$ cat config.mk
export PLATFORM = sky130hd
export DESIGN_NAME = mem_wb_stage
export DESIGN_NICKNAME = d
export VERILOG_FILES = /design/src/rtl/mips_pkg.sv /design/src/rtl/mem_wb_stage_load_extend.sv /design/src/rtl/mem_wb_stage.sv
export SDC_FILE = /design/constraint.sdc
export NUM_CORES = 1
export LEC_CHECK = 0
export ABC_AREA = 1
export CORE_MARGIN = 2
export CORE_UTILIZATION = 45
export CTS_CLUSTER_DIAMETER = 200
export DETAILED_ROUTE_END_ITERATION = 12
export PLACE_DENSITY_LB_ADDON = 0.05
export SLEW_MARGIN = 40
export SYNTH_ARGS = -nofsm -noshare
export SYNTH_HDL_FRONTEND = slang
export SYNTH_HIERARCHICAL = 1
export SYNTH_SLANG_ARGS = --single-unit
$ cat constraint.sdc
create_clock -name clock -period 2.3 [get_ports clock]
set_input_delay 0.345 -clock clock [delete_from_list [all_inputs] [get_ports clock]]
set_output_delay 0.345 -clock clock [all_outputs]
set_load 0.02 [all_outputs]
$ cat src/rtl/mips_pkg.sv
// mips_pkg: encodings shared by the MIPS32 MEM/WB writeback path.
//   WB_*   : writeback source select (in_wbSel). 2'b11 is reserved and behaves as ALU.
//   LD_*   : load type (in_loadType). Unlisted codes behave as LD_W.
//   REG_ZERO : index of the hard-wired zero register.
package mips_pkg;

  localparam logic [1:0] WB_ALU  = 2'b00;
  localparam logic [1:0] WB_MEM  = 2'b01;
  localparam logic [1:0] WB_LINK = 2'b10;

  localparam logic [2:0] LD_W  = 3'd0;
  localparam logic [2:0] LD_H  = 3'd1;
  localparam logic [2:0] LD_HU = 3'd2;
  localparam logic [2:0] LD_B  = 3'd3;
  localparam logic [2:0] LD_BU = 3'd4;

  localparam logic [4:0] REG_ZERO = 5'd0;

endpackage

$ cat src/rtl/mem_wb_stage_load_extend.sv
// load_extend: combinational little-endian load formatter.
// Ports:
//   memData  [31:0] in  raw data-memory word
//   loadType [2:0]  in  LD_* encoding (unknown codes act as LD_W)
//   addrLow  [1:0]  in  effective address bits [1:0]
//   data     [31:0] out extended load value (raw word when misaligned)
//   misalign        out access is not naturally aligned for its size
module load_extend
  import mips_pkg::*;
(
  input  logic [31:0] memData,
  input  logic [2:0]  loadType,
  input  logic [1:0]  addrLow,
  output logic [31:0] data,
  output logic        misalign
);

  logic [7:0]  w_byte;
  logic [15:0] w_half;

  // Little-endian lane select: address 0 picks the least-significant lane.
  always_comb begin
    w_byte = 8'h00;
    case (addrLow)
      2'd0: w_byte = memData[7:0];
      2'd1: w_byte = memData[15:8];
      2'd2: w_byte = memData[23:16];
      default: w_byte = memData[31:24];
    endcase
    w_half = addrLow[1] ? memData[31:16] : memData[15:0];
  end

  always_comb begin
    data     = memData;
    misalign = 1'b0;
    case (loadType)
      LD_B:  data = {{24{w_byte[7]}}, w_byte};
      LD_BU: data = {24'h000000, w_byte};
      LD_H: begin
        misalign = addrLow[0];
        data     = addrLow[0] ? memData : {{16{w_half[15]}}, w_half};
      end
      LD_HU: begin
        misalign = addrLow[0];
        data     = addrLow[0] ? memData : {16'h0000, w_half};
      end
      default: begin
        // LW and unrecognised codes: word passes through untouched.
        misalign = (addrLow != 2'd0);
        data     = memData;
      end
    endcase
  end

endmodule

$ cat src/rtl/mem_wb_stage.sv
// mem_wb_stage: MEM/WB pipeline register and writeback formatter feeding register_file.
// Optional feature macro: MEM_WB_RETIRE_CNT_EN adds output retire_count[31:0].
// Ports:
//   clock, reset (sync, active-high), stall (hold), flush (bubble)
//   in_valid, in_regWrite, in_writeReg, in_wbSel, in_loadType, in_addrLow,
//   in_aluResult, in_memData, in_pcPlus4       : MEM-stage results
//   writeReg, writeData, regWrite               : registered register-file write port
//   wb_valid                                    : WB slot holds a real instruction
//   wb_misalign                                 : held load was misaligned (write suppressed)
//   retire_count (MEM_WB_RETIRE_CNT_EN only)    : count of valid captures, wraps
// Handshake: no valid/ready; stall holds every register, flush clears the
// valid/write/misalign flags while keeping writeReg/writeData for forwarding taps.
module mem_wb_stage
  import mips_pkg::*;
#(
  parameter int DATA_W = 32,
  parameter int REG_AW = 5
) (
  input  logic              clock,
  input  logic              reset,
  input  logic              stall,
  input  logic              flush,
  input  logic              in_valid,
  input  logic              in_regWrite,
  input  logic [REG_AW-1:0] in_writeReg,
  input  logic [1:0]        in_wbSel,
  input  logic [2:0]        in_loadType,
  input  logic [1:0]        in_addrLow,
  input  logic [DATA_W-1:0] in_aluResult,
  input  logic [DATA_W-1:0] in_memData,
  input  logic [DATA_W-1:0] in_pcPlus4,
  output logic [REG_AW-1:0] writeReg,
  output logic [DATA_W-1:0] writeData,
  output logic              regWrite,
  output logic              wb_valid,
  output logic              wb_misalign
`ifdef MEM_WB_RETIRE_CNT_EN
  ,
  output logic [31:0]       retire_count
`endif
);

  logic [DATA_W-1:0] w_load_data;
  logic              w_load_misalign;
  logic              w_misalign;
  logic [DATA_W-1:0] w_wb_data;
  logic              w_reg_write;

  logic [REG_AW-1:0] r_write_reg;
  logic [DATA_W-1:0] r_write_data;
  logic              r_reg_write;
  logic              r_wb_valid;
  logic              r_wb_misalign;

  load_extend u_load_extend (
    .memData  (in_memData),
    .loadType (in_loadType),
    .addrLow  (in_addrLow),
    .data     (w_load_data),
    .misalign (w_load_misalign)
  );

  // Alignment only matters when the load result is actually the writeback source.
  assign w_misalign = (in_wbSel == WB_MEM) && w_load_misalign;

  always_comb begin
    w_wb_data = in_aluResult;
    case (in_wbSel)
      WB_MEM:  w_wb_data = w_load_data;
      WB_LINK: w_wb_data = in_pcPlus4 + DATA_W'(4);
      default: w_wb_data = in_aluResult;
    endcase
  end

  assign w_reg_write = in_valid && in_regWrite &&
                       (in_writeReg != REG_AW'(REG_ZERO)) && !w_misalign;

  always_ff @(posedge clock) begin
    if (reset) begin
      r_write_reg   <= '0;
      r_write_data  <= '0;
      r_reg_write   <= 1'b0;
      r_wb_valid    <= 1'b0;
      r_wb_misalign <= 1'b0;
    end else if (flush) begin
      r_reg_write   <= 1'b0;
      r_wb_valid    <= 1'b0;
      r_wb_misalign <= 1'b0;
    end else if (!stall) begin
      r_write_reg   <= in_writeReg;
      r_write_data  <= w_wb_data;
      r_reg_write   <= w_reg_write;
      r_wb_valid    <= in_valid;
      // A bubble is not a load, so it never reports misalignment.
      r_wb_misalign <= in_valid && w_misalign;
    end
  end

  assign writeReg    = r_write_reg;
  assign writeData   = r_write_data;
  assign regWrite    = r_reg_write;
  assign wb_valid    = r_wb_valid;
  assign wb_misalign = r_wb_misalign;

`ifdef MEM_WB_RETIRE_CNT_EN
  logic [31:0] r_retire_count;

  // Misaligned loads and $0 writes still retire; natural wrap at 2^32.
  always_ff @(posedge clock) begin
    if (reset) begin
      r_retire_count <= 32'd0;
    end else if (!flush && !stall && in_valid) begin
      r_retire_count <= r_retire_count + 32'd1;
    end
  end

  assign retire_count = r_retire_count;
`endif

endmodule

==> metrics.yaml <==
syn_to_final_growth_pct: 45.8
die_h_um: 98.7
met3_length_um: 951
synth_area_sq_um: 4040
antenna_left: 0
fillers: 821
ys_warn_count: 6
reg2regPathDepth: 2
rsz0062_at_grt: "false"
avgSynthCellArea_sq_um: 5.58
drc_errors: 0
tns_ns: 0
syn_inst: 724
ys_types: 32
routedWlPerCell_um: 15.8
path_max_fanout: 14
r2r_setup_slack_ns: 1.51
tightest_slew_ns: 0.738
wl_met2_um: 7380
numCtsBuffers: 5
detail_route.iter0.violations: 347
hold_path.class: "reg2reg"
grt_pass1_vias: 5111
highest_layer: "met4"
status: "complete, no violations"
ys_seq_area_share_pct: 19.8
synth_top_area_share_pct: 22.6
drive_above_1_share_pct: 9.68
grt_pass1_wl_um: 25000
post-route-period-util_pct: 85.6
ys_ff_latch: 40
fin_skew_ns: 0
dieWidth_um: 98.7
grt_max_degree: 46
cts_tree: "yes"
start_util_pct: 46.3
reg2reg_to: "writeData[5]$_SDFFE_PP0P_"
regToRegStartpoint: "writeData[5]$_SDFFE_PP0P_"
finalHoldViolCount: 0
clockBufferDepth: 2
yosys-top-cells-area: "nand2_1 23%, dfxtp_1 20%, nand3_1 12%"
nNetsFinal: 994
slew_violations: 0
postCtsSetupBuffers: 0
clock.fmax_mhz: 508
antenna_found_initial: 0
fin_crit_ns: 1.97
hpwl_um: 12300
dieArea_sq_um: 9740
post_cts_resized: 0
critPathLaunchType: "primary input"
placementRows: 34
cap_violations: 0
slew-limit-headroom_pct: 50.7
fin_total_pwr_mw: 2.35
power_density_nw_per_um2: 400
layout_common_cells: "243 x nand2_1, 153 x clkdlybuf4s50_1, 99 x nand3_1, 86 x nor2_1, 56 x a21oi_1"
antenna_cells: 0
ioPinCount: 154
path_class: "in2reg"
finalSetupViolCount: 0
overflow: 0
vias: 5331
worstHoldStart: "writeData[28]$_SDFFE_PP0P_"
port-buffer-count: 153
drtPass1Iterations: 5
cts_hold_buf: 0
critPathArrivalTime_ns: 2.15
gp_congestion: 0.932
cp-endpoint: "writeData[29]$_SDFFE_PP0P_"
yosysTopAreaCell: "nand2_1"
insertion_delay_ns: 0.30
p_leak_nw: 2.64
coreArea_sq_um: 8720
cts_sinks: 40
ir_drop_mv: 0.219
final_common_cell: "nand2_1"
drt-met1-wl_um: 6650
grt.total_usage_pct: 31.7
drt_wl_total_um: 15600
viasPerCell: 5.41
path_clk_slew_ns: 0.09
cp_data_required_time_ns: 2.49
cts_root_buffer: "clkbuf_8"
critPathLaunch: "in_addrLow[0]"
endpoint_kind: "flop"
htree_levels: 2
synth_nets: 841
## report_power, final
part / internal, mW / switching [mW]
clock: 0.328 / 0.297
sequential: 0.734 / 0.0231
combinational: 0.451 / 0.520
total: 1.51 / 0.840
## critical path: stages
cell	delay [ns]
clkdlybuf4s50_1	0.61
nand2_1	0.15
or2_4	0.27
nand3_4	0.17
buf_12	0.18
nand3_1	0.08
a21oi_1	0.15
nand2_1	0.07
nand2_1	0.06
a21oi_1	0.06
## metrics by stage
step	instances	area (sq um)	worst slack, ns	hold WS, ns	util [%]
after floorplan	724	4040	0.703	0.414	-
after global placement	978	5770	0.0636	0.448	66.2
after detailed placement	978	5770	0.0336	0.458	66.2
after CTS	986	5890	0.353	0.473	67.5
after global routing	986	5890	0.145	0.491	67.5
final	986	5890	0.332	0.473	67.5
## sequential cells by signal (all words and copies together), names as in the netlist
name,cells
regWrite,1
wb_misalign,1
wb_valid,1
writeData,32
writeReg,5
## per-layer routing
layer	track usage [%]	up-vias
met2	54.5	229
met3	4.33	35
met1	40.1	2411
met4	12.4	0
met5	0	-
li1	-	2656
## cells in the mapped netlist, drive strengths merged
| cell | count |
|---|---|
| o21ai | 40 |
| a22o | 3 |
| ha | 3 |
| clkbuf | 16 |
| a21o | 3 |
| nor3 | 2 |
| dlygate4sd1 | 6 |
| nand2 | 250 |
| xor2 | 1 |
| a31oi | 8 |
| o21bai | 2 |
| a21oi | 63 |
| dfxtp | 40 |
| inv | 56 |
| or2 | 4 |
| nor2 | 102 |
| buf | 13 |
| nand4 | 1 |
| nand3 | 111 |
## final cells by class
class	count	area (sq um)	share of cell area, %
multi-input cells	593	2810	47.7
repair buffers	181	1820	30.9
flip-flops and latches	40	801	13.6
inverters	56	210	3.57
well taps	108	135	2.30
clock buffers	5	68.8	1.17
clock inverters	3	46.3	0.787
## kinds of logic (layout without fill, tap and decap cells)
group                      after synthesis  count (layout)  synth area share, %
and+or+nand+nor                        470             470                 52.1
AOI/OAI and AO/OA                      119             119                 16.2
buffers and inverters                   91             245                 10.7
DFF                                     40              40                 19.8
adders and majority gates                3               3                0.930
xor gates and xnor gates                 1               1                0.217
## how the worst min path moves through the flow
stage               slack (ns)  cells past startpoint                    endpoint
finish                    0.47                      2  writeData[28]$_SDFFE_PP0P_
global route              0.49                      2  writeData[28]$_SDFFE_PP0P_
CTS                       0.47                      2  writeData[28]$_SDFFE_PP0P_
detailed placement        0.46                      2  writeData[28]$_SDFFE_PP0P_
global placement          0.45                      2    wb_misalign$_SDFFE_PP0N_
floorplan                 0.41                      1  writeData[14]$_SDFFE_PP0P_
Note: power is estimated with default switching activity, not from simulation.
==> RTL change, RTL diff (same flow settings) <==
The package constant `REG_ZERO` goes from 5'd0 to 5'd1.
--- a/src/rtl/mips_pkg.sv
+++ b/src/rtl/mips_pkg.sv
@@ -14,7 +14,7 @@
   localparam logic [2:0] LD_B  = 3'd3;
   localparam logic [2:0] LD_BU = 3'd4;
 
-  localparam logic [4:0] REG_ZERO = 5'd0;
+  localparam logic [4:0] REG_ZERO = 5'd1;
 
 endpackage
 
Function: changed (Yosys sat finds a counterexample within 4 cycles, from zero or initial values and one cycle with reset high).
==> RTL change against the unedited design <==
Worst hold slack improved by 0.0020 ns; worst setup slack lost 0.097 ns; sequential share of layout area is essentially flat; wire length up 2.2%; final area fell by 0.13%; clock power is 21% lower; sequential cell count is the same; synthesized area shrank 2.6%; power down 4.5%; sequential power is essentially flat; critical path depth did not move; first-iteration DRC count up 24%; largest cell class unchanged; largest power group unchanged.
==> RTL change: results (changes against the unedited design) <==
area share of fa/ha/maj cells after synthesis = 0.00955 (+0.000246)
slew of the pin with the lowest slew margin = 0.459 ns (-0.279 ns)
CTS HTree Levels = 2 (unchanged)
post-synthesis compound-gate area fraction = 0.161 (-0.00144)
Synth area leaders = nand2_1 24%, dfxtp_1 20%, nand3_1 12%
ys async rst share = 0 (unchanged)
Leakage = 2.66 nW (+0.91%)
dpl ws = -0.0346 ns (-0.0682 ns)
maximum VDD drop = 0.343 mV (+57%)
Seq/Total Area, Yosys = 0.204 (+0.00524)
GRT Total Usage = 0.329 (+0.0120)
Hold Path End = writeData[27]
RR Startpoint = writeData[9]
Distinct cells, synth = 32 (unchanged)
outcome = finished clean
vias in the first global route = 5260 (+2.9%)
final net count = 1001 (+0.70%)
hold path start = writeData[27]
vias per inst = 5.51 (+1.9%)
first-pass GRT wire length = 25900 um (+3.5%)
Pre-antenna DRT Iters = 7 (+2)
largest net degree at the start of global routing = 33 (-28%)
syn nets = 840 (-0.12%)
sw frac = 0.362 (+0.00469)
Synth Area in XOR/XNOR = 0.00445 (+0.00228)
Register-to-Register Setup Slack = 1.57 ns (+0.06 ns)
wire per inst = 16.0 um (+1.5%)
Hold-fix buffers, CTS = 0 (unchanged)
Largest register FFs = 32 (unchanged)
post-DP HPWL = 12700 um (+3.3%)
WHS = 0.475 ns (+0.00197 ns)
clock transition at the registers of the reported paths = 0.08 ns
FF-to-FF End = writeData[9]
FILL cells = 776 (-5.5%)
layout cells sized above 1 = 0.0904 (-0.00642)
initial drt markers = 430 (+24%)
Post-synth top cells = 247 x nand2_1, 97 x nand3_1, 92 x nor2_1, 62 x a21oi_1, 52 x inv_1
==> RTL change: cell count changes in the layout (fill, tap and decap cells not counted), moves of 2 or more <==
cell	delta
nand2_1	+4
nand2_2	-2
buf_4	+6
clkinv_2	+2
a21oi_2	-4
nor2_1	+6
nor2_4	-2
o21ai_0	-2
a21oi_1	+6
nand3_1	-2
nor2_2	-2
==> RTL change: worst max-delay path by stage <==
| stage | to | slack (ns) | from | cells past startpoint |
|---|---|---|---|---|
| finish | writeData[12] | 0.23 | in_addrLow[1] | 10 |
| global route | writeData[8] | 0.12 | in_addrLow[1] | 11 |
| detailed placement | writeData[12] | -0.03 | in_addrLow[1] | 10 |
| floorplan | writeData[5] | 0.70 | in_loadType[2] | 11 |
| global placement | writeData[12] | 0.05 | in_addrLow[1] | 10 |
| CTS | writeData[12] | 0.27 | in_addrLow[1] | 10 |
==> RTL change: metal layers <==
layer	routed length [um]	track usage
met2	7730	0.576
met4	515	0.113
met3	1120	0.0496
met5	0	0
met1	6530	0.410
==> RTL change: stage by stage <==
step                area (um2)  utilization  std cells
floorplan                 3930            -        723
global route              5880        0.684        993
CTS                       5880        0.684        993
detailed placement        5790        0.673        985
global placement          5790        0.673        985
finish                    5880        0.684        993
==> RTL change: cells by family after synthesis <==
kind of cell | count (synthesis)
buffers and inverters | 90
and+or+nand+nor | 470
DFF | 40
adders and majority gates | 3
AOI/OAI and AO/OA | 118
xor gates and xnor gates | 2
==> RTL change: final cells by class <==
cell class                      count  area [um2]  area share
Clock buffer                        6        82.6      0.0140
Clock inverter                      2        10.0     0.00170
Inverter                           56         210      0.0358
Multi-Input combinational cell    593        2760       0.469
Sequential cell                    40         801       0.136
Tap cell                          108         135      0.0230
Timing Repair Buffer              188        1880       0.320
==> RTL change: critical path, stage by stage <==
cell and delay, ns:
clkdlybuf4s50_1 0.61, nand2_1 0.14, or2_4 0.27, nand3_4 0.12, buf_12 0.15, nand3_1 0.09, a21oi_1 0.22, nand2_1 0.13
nand2_1 0.08, a21oi_1 0.07
==> RTL change: power groups by stage <==
stage,registers [mW],logic [mW],clock network [mW]
after floorplan,0.819,0.414,0
after global placement,0.770,0.964,0
after detailed placement,0.771,0.976,0
after CTS,0.756,0.983,0.495
after global routing,0.761,1.07,0.533
final,0.757,0.996,0.494
